## config.mk

```make
export PLATFORM = sky130hd
export DESIGN_NAME = branch_redirect_ctrl_flat
export DESIGN_NICKNAME = d
export VERILOG_FILES = /design/src/rtl/branch_redirect_ctrl_if.sv /design/src/rtl/branch_redirect_ctrl.sv /design/src/flat_wrapper.sv
export SDC_FILE = /design/constraint.sdc
export NUM_CORES = 1
export LEC_CHECK = 0
export ABC_CLOCK_PERIOD_IN_PS = 3650
export CAP_MARGIN = 20
export CORE_MARGIN = 2
export CORE_UTILIZATION = 30
export CTS_BUF_LIST = sky130_fd_sc_hd__clkbuf_8
export DETAILED_ROUTE_END_ITERATION = 10
export PLACE_DENSITY = 0.8
export SYNTH_ARGS = -nofsm -noshare
export SYNTH_HDL_FRONTEND = slang
export SYNTH_SLANG_ARGS = --single-unit
```

## constraint.sdc

```tcl
create_clock -name clk -period 3.65 [get_ports clk]
set_clock_uncertainty 0.1 [all_clocks]
set_input_delay 0.365 -clock clk [delete_from_list [all_inputs] [get_ports clk]]
set_output_delay 0.365 -clock clk [all_outputs]
set_load 0.02 [all_outputs]
```

## src/rtl/branch_redirect_ctrl_if.sv

```systemverilog
// Pipeline-side bundle for branch_redirect_ctrl.
// The pipeline uses the master modport. The controller uses the slave modport.
interface branch_redirect_ctrl_if;
    logic        ExValid;
    logic        ExBranchTaken;
    logic [31:0] ExTargetPc;
    logic [31:0] ExPc;
    logic        ExPredTaken;
    logic        FetchStall;
    logic [31:0] FetchPc;
    logic        PredTaken;
    logic        RedirectValid;
    logic [31:0] RedirectPc;
    logic        FlushIF;
    logic        FlushID;
    logic        HoldPipe;
    logic [15:0] MispredictCount;

    modport master (
        output ExValid, ExBranchTaken, ExTargetPc, ExPc, ExPredTaken, FetchStall, FetchPc,
        input  PredTaken, RedirectValid, RedirectPc, FlushIF, FlushID, HoldPipe, MispredictCount
    );

    modport slave (
        input  ExValid, ExBranchTaken, ExTargetPc, ExPc, ExPredTaken, FetchStall, FetchPc,
        output PredTaken, RedirectValid, RedirectPc, FlushIF, FlushID, HoldPipe, MispredictCount
    );
endinterface

```

## src/rtl/branch_redirect_ctrl.sv

```systemverilog
// Branch mispredict redirect FSM with a saturating mispredict counter.
// Define BRANCH_PRED_EN to build in the 64-entry 2-bit predictor.
module branch_redirect_ctrl (
    input  logic                   clk,
    input  logic                   rst,
    branch_redirect_ctrl_if.slave  bus
);
    typedef enum logic {IDLE, REDIRECT} state_t;

    state_t      state;
    logic [31:0] redirect_pc;
    logic [15:0] mispredict_count;
    logic        redirect_valid;
    logic        flush_if;
    logic        flush_id;
    logic        hold_pipe;
    logic        mispredict;
    logic        ex_update;

    // While in REDIRECT, the EX stage holds a wrong-path instruction. It is ignored.
    assign ex_update  = (state == IDLE) && bus.ExValid;
    assign mispredict = ex_update && (bus.ExBranchTaken != bus.ExPredTaken);

    always_ff @(posedge clk or posedge rst) begin
        if (rst) begin
            state            <= IDLE;
            redirect_pc      <= '0;
            mispredict_count <= '0;
            redirect_valid   <= 1'b0;
            flush_if         <= 1'b0;
            flush_id         <= 1'b0;
            hold_pipe        <= 1'b0;
        end else begin
            case (state)
                IDLE: begin
                    if (mispredict) begin
                        state          <= REDIRECT;
                        redirect_pc    <= bus.ExTargetPc;
                        redirect_valid <= 1'b1;
                        flush_if       <= 1'b1;
                        flush_id       <= 1'b1;
                        hold_pipe      <= 1'b1;
                        if (mispredict_count != '1)
                            mispredict_count <= mispredict_count + 16'd1;
                    end
                end
                REDIRECT: begin
                    if (!bus.FetchStall) begin
                        state          <= IDLE;
                        redirect_valid <= 1'b0;
                        flush_if       <= 1'b0;
                        flush_id       <= 1'b0;
                        hold_pipe      <= 1'b0;
                    end
                end
                default: state <= IDLE;
            endcase
        end
    end

    assign bus.RedirectValid   = redirect_valid;
    assign bus.RedirectPc      = redirect_pc;
    assign bus.FlushIF         = flush_if;
    assign bus.FlushID         = flush_id;
    assign bus.HoldPipe        = hold_pipe;
    assign bus.MispredictCount = mispredict_count;

`ifdef BRANCH_PRED_EN
    logic [1:0] pred_table [0:63];
    logic [5:0] ex_idx;
    logic       unused_pc_bits;

    assign ex_idx         = bus.ExPc[7:2];
    assign unused_pc_bits = ^{bus.FetchPc[31:8], bus.FetchPc[1:0], bus.ExPc[31:8], bus.ExPc[1:0]};

    always_ff @(posedge clk or posedge rst) begin
        if (rst) begin
            for (int unsigned i = 0; i < 64; i++)
                pred_table[i] <= 2'b01;
        end else if (ex_update) begin
            if (bus.ExBranchTaken) begin
                if (pred_table[ex_idx] != 2'b11)
                    pred_table[ex_idx] <= pred_table[ex_idx] + 2'b01;
            end else begin
                if (pred_table[ex_idx] != 2'b00)
                    pred_table[ex_idx] <= pred_table[ex_idx] - 2'b01;
            end
        end
    end

    // The read is taken from the registered table. A same-cycle update is therefore visible only after the edge.
    assign bus.PredTaken = pred_table[bus.FetchPc[7:2]][1];
`else
    logic unused_pc_bits;

    assign unused_pc_bits = ^{bus.FetchPc, bus.ExPc};
    assign bus.PredTaken  = 1'b0;
`endif
endmodule

```

## src/flat_wrapper.sv

```systemverilog
// flat-port wrapper written by rule: the top's interface ports become plain ports
module branch_redirect_ctrl_flat 
  (clk, rst, bus_ExValid, bus_ExBranchTaken, bus_ExTargetPc, bus_ExPc, bus_ExPredTaken, bus_FetchStall, bus_FetchPc, bus_PredTaken, bus_RedirectValid, bus_RedirectPc, bus_FlushIF, bus_FlushID, bus_HoldPipe, bus_MispredictCount);
  branch_redirect_ctrl_if bus_i ();
  input  logic clk;
  input  logic rst;
  input wire logic [$bits(bus_i.ExValid)-1:0] bus_ExValid;
  input wire logic [$bits(bus_i.ExBranchTaken)-1:0] bus_ExBranchTaken;
  input wire logic [$bits(bus_i.ExTargetPc)-1:0] bus_ExTargetPc;
  input wire logic [$bits(bus_i.ExPc)-1:0] bus_ExPc;
  input wire logic [$bits(bus_i.ExPredTaken)-1:0] bus_ExPredTaken;
  input wire logic [$bits(bus_i.FetchStall)-1:0] bus_FetchStall;
  input wire logic [$bits(bus_i.FetchPc)-1:0] bus_FetchPc;
  output wire logic [$bits(bus_i.PredTaken)-1:0] bus_PredTaken;
  output wire logic [$bits(bus_i.RedirectValid)-1:0] bus_RedirectValid;
  output wire logic [$bits(bus_i.RedirectPc)-1:0] bus_RedirectPc;
  output wire logic [$bits(bus_i.FlushIF)-1:0] bus_FlushIF;
  output wire logic [$bits(bus_i.FlushID)-1:0] bus_FlushID;
  output wire logic [$bits(bus_i.HoldPipe)-1:0] bus_HoldPipe;
  output wire logic [$bits(bus_i.MispredictCount)-1:0] bus_MispredictCount;
  assign bus_i.ExValid = bus_ExValid;
  assign bus_i.ExBranchTaken = bus_ExBranchTaken;
  assign bus_i.ExTargetPc = bus_ExTargetPc;
  assign bus_i.ExPc = bus_ExPc;
  assign bus_i.ExPredTaken = bus_ExPredTaken;
  assign bus_i.FetchStall = bus_FetchStall;
  assign bus_i.FetchPc = bus_FetchPc;
  assign bus_PredTaken = bus_i.PredTaken;
  assign bus_RedirectValid = bus_i.RedirectValid;
  assign bus_RedirectPc = bus_i.RedirectPc;
  assign bus_FlushIF = bus_i.FlushIF;
  assign bus_FlushID = bus_i.FlushID;
  assign bus_HoldPipe = bus_i.HoldPipe;
  assign bus_MispredictCount = bus_i.MispredictCount;
  branch_redirect_ctrl u_core (.clk(clk), .rst(rst), .bus(bus_i));
endmodule
```

==> metrics.log <==
[metrics] Avg Inst Size Synth: 9.91 µm²
[metrics] number of buffers added by the clock tree synthesis step: 5
[metrics] area post-placement: 3130 µm²
[metrics] ordered cell list for the critical path: clkdlybuf4s50_1 -> xnor2_2 -> or2_4 -> nor2_2 -> mux2_4
[metrics] Layout Cell Area excl Fill: 3250 µm²
[metrics] std cell rows: 31
[metrics] count of flip-flops with a built-in enable after synthesis: 0
[metrics] synthesis warning total: 0
[metrics] arithmetic-cell share of the synthesized area counting full adders, half adders and majority gates: 0.00577
[metrics] routed wire length on met2: 2.49 mm
[metrics] H-tree levels: 2
[metrics] 1st-iter DRT viols: 105
[metrics] portion of synthesized cell area occupied by the leading cell type: 0.577
[metrics] biggest cell delay along the critical path: 480 ps
[metrics] final setup TNS: 0 ps
[metrics] number of I/O port buffers: 89
[metrics] total vias in the final route: 1752
[metrics] pin count of the biggest net entering global routing: 51
[metrics] number of cells on the worst reg-to-reg path: 5
[metrics] complex-gate fraction of the synthesized area: 0.00692
[metrics] portion of the post-synthesis area used by sequential elements: 0.577
[metrics] number of violations of the max-capacitance limit: 0
[metrics] wire length reported by the detailed router: 4.86 mm
[metrics] post-synthesis simple-gate area fraction: 0.294
[metrics] number of hold violations in the final report: 0
[metrics] Clock Pin Slew Worst Setup and Hold Paths: 90 ps
[metrics] flip-flop and latch count after synthesis: 50
[metrics] total number of nets in the final design: 409
[metrics] worst slew margin relative to its limit: 0.550
[metrics] kind of end point of the critical path: register
[metrics] Static Leakage: 1.51 nW
[metrics] critical path startpoint: bus_ExPredTaken
[metrics] maximum vdd drop: 0.000215 V
[metrics] clock latency on the worst-skew pair: 290 ps
[metrics] clock tree from TritonCTS: built
[metrics] number of pins exceeding their max-slew limit in the final report: 0
[metrics] Final setup violation count: 0
[metrics] Clock Sinks: 50
[metrics] RSZ-0062 raised after global routing: false
[metrics] final cell utilization of the core: 0.456
[metrics] average vias per placed instance: 4.32
[metrics] HP Class: in -> async
[metrics] WS Path Type: in -> reg
[metrics] RePlAce Congestion: 0.820
[metrics] pwr dens: 576 nW/µm²
[metrics] Bufs and invs on worst path: 1
[metrics] number of global-route vias before repair: 1693
[metrics] Async S/R FF share, synth: 1.00
[metrics] antenna viol nets, final: 0
[metrics] post-route DRC violation count: 0
[metrics] maximum fanout count along the critical path: 39
[metrics] cell types with the largest area share after synthesis: sky130_fd_sc_hd__dfrtp_1 (58%), sky130_fd_sc_hd__nand2_1 (17%), sky130_fd_sc_hd__nor4_4 (2.9%)
[metrics] DR WL/cell: 12.0 µm
[metrics] antenna cells: 0
[metrics] number of detailed-route iterations in the first pass: 6
[metrics] post-cts hold buffer count: 0
[metrics] share of cells above drive strength 1: 0.0749
[metrics] depth of the critical timing path with buffers and inverters included: 5
[metrics] number of distinct library cells after synthesis: 32
[metrics] global-route wire length before repair: 7.85 mm
[metrics] wl on met1: 2.03 mm
[metrics] post-layout min period: 2020 ps
[metrics] Cell Count Post-Placement: 397
[metrics] die outline area: 7930 µm²
[metrics] launching element type of the critical path: input pin
[metrics] cell taking the most area after synthesis: sky130_fd_sc_hd__dfrtp_1
[metrics] Mapped Nets: 322
[metrics] PostCTS Resize Cnt: 0
[metrics] most used flip-flop cell after synthesis: sky130_fd_sc_hd__dfrtp_1
[metrics] Die W: 89.0 µm
[metrics] required time at the worst-slack endpoint: 3740 ps
[metrics] slowest CP cell: sky130_fd_sc_hd__or2_4
[metrics] xor/xnor cell area share of the yosys netlist: 0.0600
[metrics] die height: 89.0 µm
[metrics] outcome: finished clean
[metrics] cell at the root of the clock tree: sky130_fd_sc_hd__clkbuf_8
[metrics] mux contribution to synthesized area: 0.0173
[metrics] highest metal layer with signal wires: met4
[metrics] Initial Util: 0.304
[metrics] delay-heaviest family, CP: simple AND/OR/NAND/NOR gates
[metrics] final cell count without fillers: 406
[metrics] signed area change from the synthesized netlist to the final layout: 49.9%
[metrics] CP Data Arrival Time: 2110 ps
[metrics] reg-to-reg critical path startpoint: u_core.bus.MispredictCount[0]
[metrics] Tightest Pin Transition: 674 ps
[metrics] HPWL after detailed placement: 3.54 mm
[metrics] buffer count from post-CTS setup fixing: 0
[metrics] final clock period utilization by the worst path: 0.554
[metrics] Tot GR Track Use: 0.126
[metrics] buffer depth of the longest clock path: 2
[metrics] largest family of logic cells by synthesized area: simple AND/OR/NAND/NOR gates
[metrics] grt ovf: 0
[metrics] placeable core area: 7140 µm²
[metrics] number of antenna violations at the first check in global routing: 0
[metrics] routed wire length on met3: 327 µm
[metrics] post-synthesis cell count: 219
[metrics] fmax: 0.495 GHz
[metrics] I/O pin count: 155
[metrics] post-synthesis instance area: 2170 µm²
## flip-flops by register name, indices dropped and copies added, names as in the netlist
signal / flops
u_core.bus.MispredictCount: 16
u_core.state: 1
u_core.bus.RedirectPc: 32
u_core.bus.RedirectValid: 1
## final cells by class
| cell class | count | area, µm² |
|---|---|---|
| clock buffer | 5 | 68.8 |
| clock inverter | 3 | 37.5 |
| tap | 99 | 124 |
| timing repair buffer | 91 | 918 |
| fill | 701 | 3880 |
| inverter | 4 | 15.0 |
| sequential | 50 | 1250 |
| multi-input combinational | 154 | 838 |
## cells by family after synthesis
family,Yosys count
AND/OR/NAND/NOR,132
flip-flops,50
buffers and inverters,15
XOR/XNOR,14
AO/OA/AOI/OAI,3
multiplexers,3
adder cells (fa/ha/maj),1
other,1
## final timing paths
kind / endpoint / slack (ps)
min reg2reg: u_core.bus.RedirectPc[15] / 380
min: u_core.bus.RedirectPc[1] / 190
max: u_core.bus.MispredictCount[1] / 1630
min in group clk: u_core.bus.RedirectPc[15] / 380
max in group asynchronous: u_core.bus.RedirectPc[22] / 2770
max reg2reg: u_core.bus.MispredictCount[1] / 1720
## power breakdown
group	leakage (nW)	internal (mW)	switching [mW]	total, mW
clock network	0.0607	0.200	0.177	0.377
registers	0.632	0.685	0.0957	0.780
logic	0.821	0.350	0.367	0.717
total	1.51	1.24	0.639	1.87
## per-stage QoR
| stage | hold slack [ps] | setup slack [ps] | power (mW) |
|---|---|---|---|
| after floorplan | 357 | 1750 | 1.15 |
| after global placement | 357 | 1280 | 1.50 |
| after detailed placement | 362 | 1260 | 1.52 |
| after CTS | 385 | 1590 | 1.91 |
| after global routing | 198 | 1520 | 1.99 |
| final | 194 | 1630 | 1.87 |
## Yosys cell counts (2+ instances only)
cell type / n
sky130_fd_sc_hd__dfrtp_1: 50
sky130_fd_sc_hd__clkbuf_1: 3
sky130_fd_sc_hd__xnor2_1: 7
sky130_fd_sc_hd__xor2_1: 6
sky130_fd_sc_hd__mux2_2: 2
sky130_fd_sc_hd__nand4_1: 5
sky130_fd_sc_hd__nor4_4: 3
sky130_fd_sc_hd__inv_1: 4
sky130_fd_sc_hd__nor3_1: 2
sky130_fd_sc_hd__buf_4: 4
sky130_fd_sc_hd__nor2_1: 3
sky130_fd_sc_hd__nand3_1: 5
sky130_fd_sc_hd__nand2_1: 101
sky130_fd_sc_hd__buf_2: 3
sky130_fd_sc_hd__and4bb_1: 2
sky130_fd_sc_hd__o21ai_0: 3
## per-layer routing
| metal | vias to the layer above | GRT usage |
|---|---|---|
| met5 | - | 0 |
| met4 | 0 | 0.0366 |
| met3 | 2 | 0.0434 |
| met2 | 53 | 0.212 |
| met1 | 836 | 0.153 |
| li1 | 861 | - |
## worst register-to-register path: stages, from the launching register on
cell,delay (ps)
sky130_fd_sc_hd__dfrtp_1,420
sky130_fd_sc_hd__ha_1,200
sky130_fd_sc_hd__nand3_2,170
sky130_fd_sc_hd__nor4_4,520
sky130_fd_sc_hd__nor2_2,100
sky130_fd_sc_hd__mux2_4,310
## placed cells by master (no fill, tap or decap), drive strengths merged, types with 2 or more instances in the layout
cell | synthesis | layout
xnor2 | 8 | 8
o21ai | 3 | 3
nor4 | 4 | 4
dfrtp | 50 | 50
nand4 | 6 | 6
clkdlybuf4s50 | 0 | 89
nor2 | 4 | 4
nand3 | 6 | 6
and4bb | 2 | 2
nand2 | 101 | 101
buf | 8 | 2
xor2 | 6 | 6
inv | 4 | 6
nor3 | 2 | 2
clkbuf | 3 | 5
mux2 | 3 | 3
Note: power is estimated with default switching activity, not from simulation.
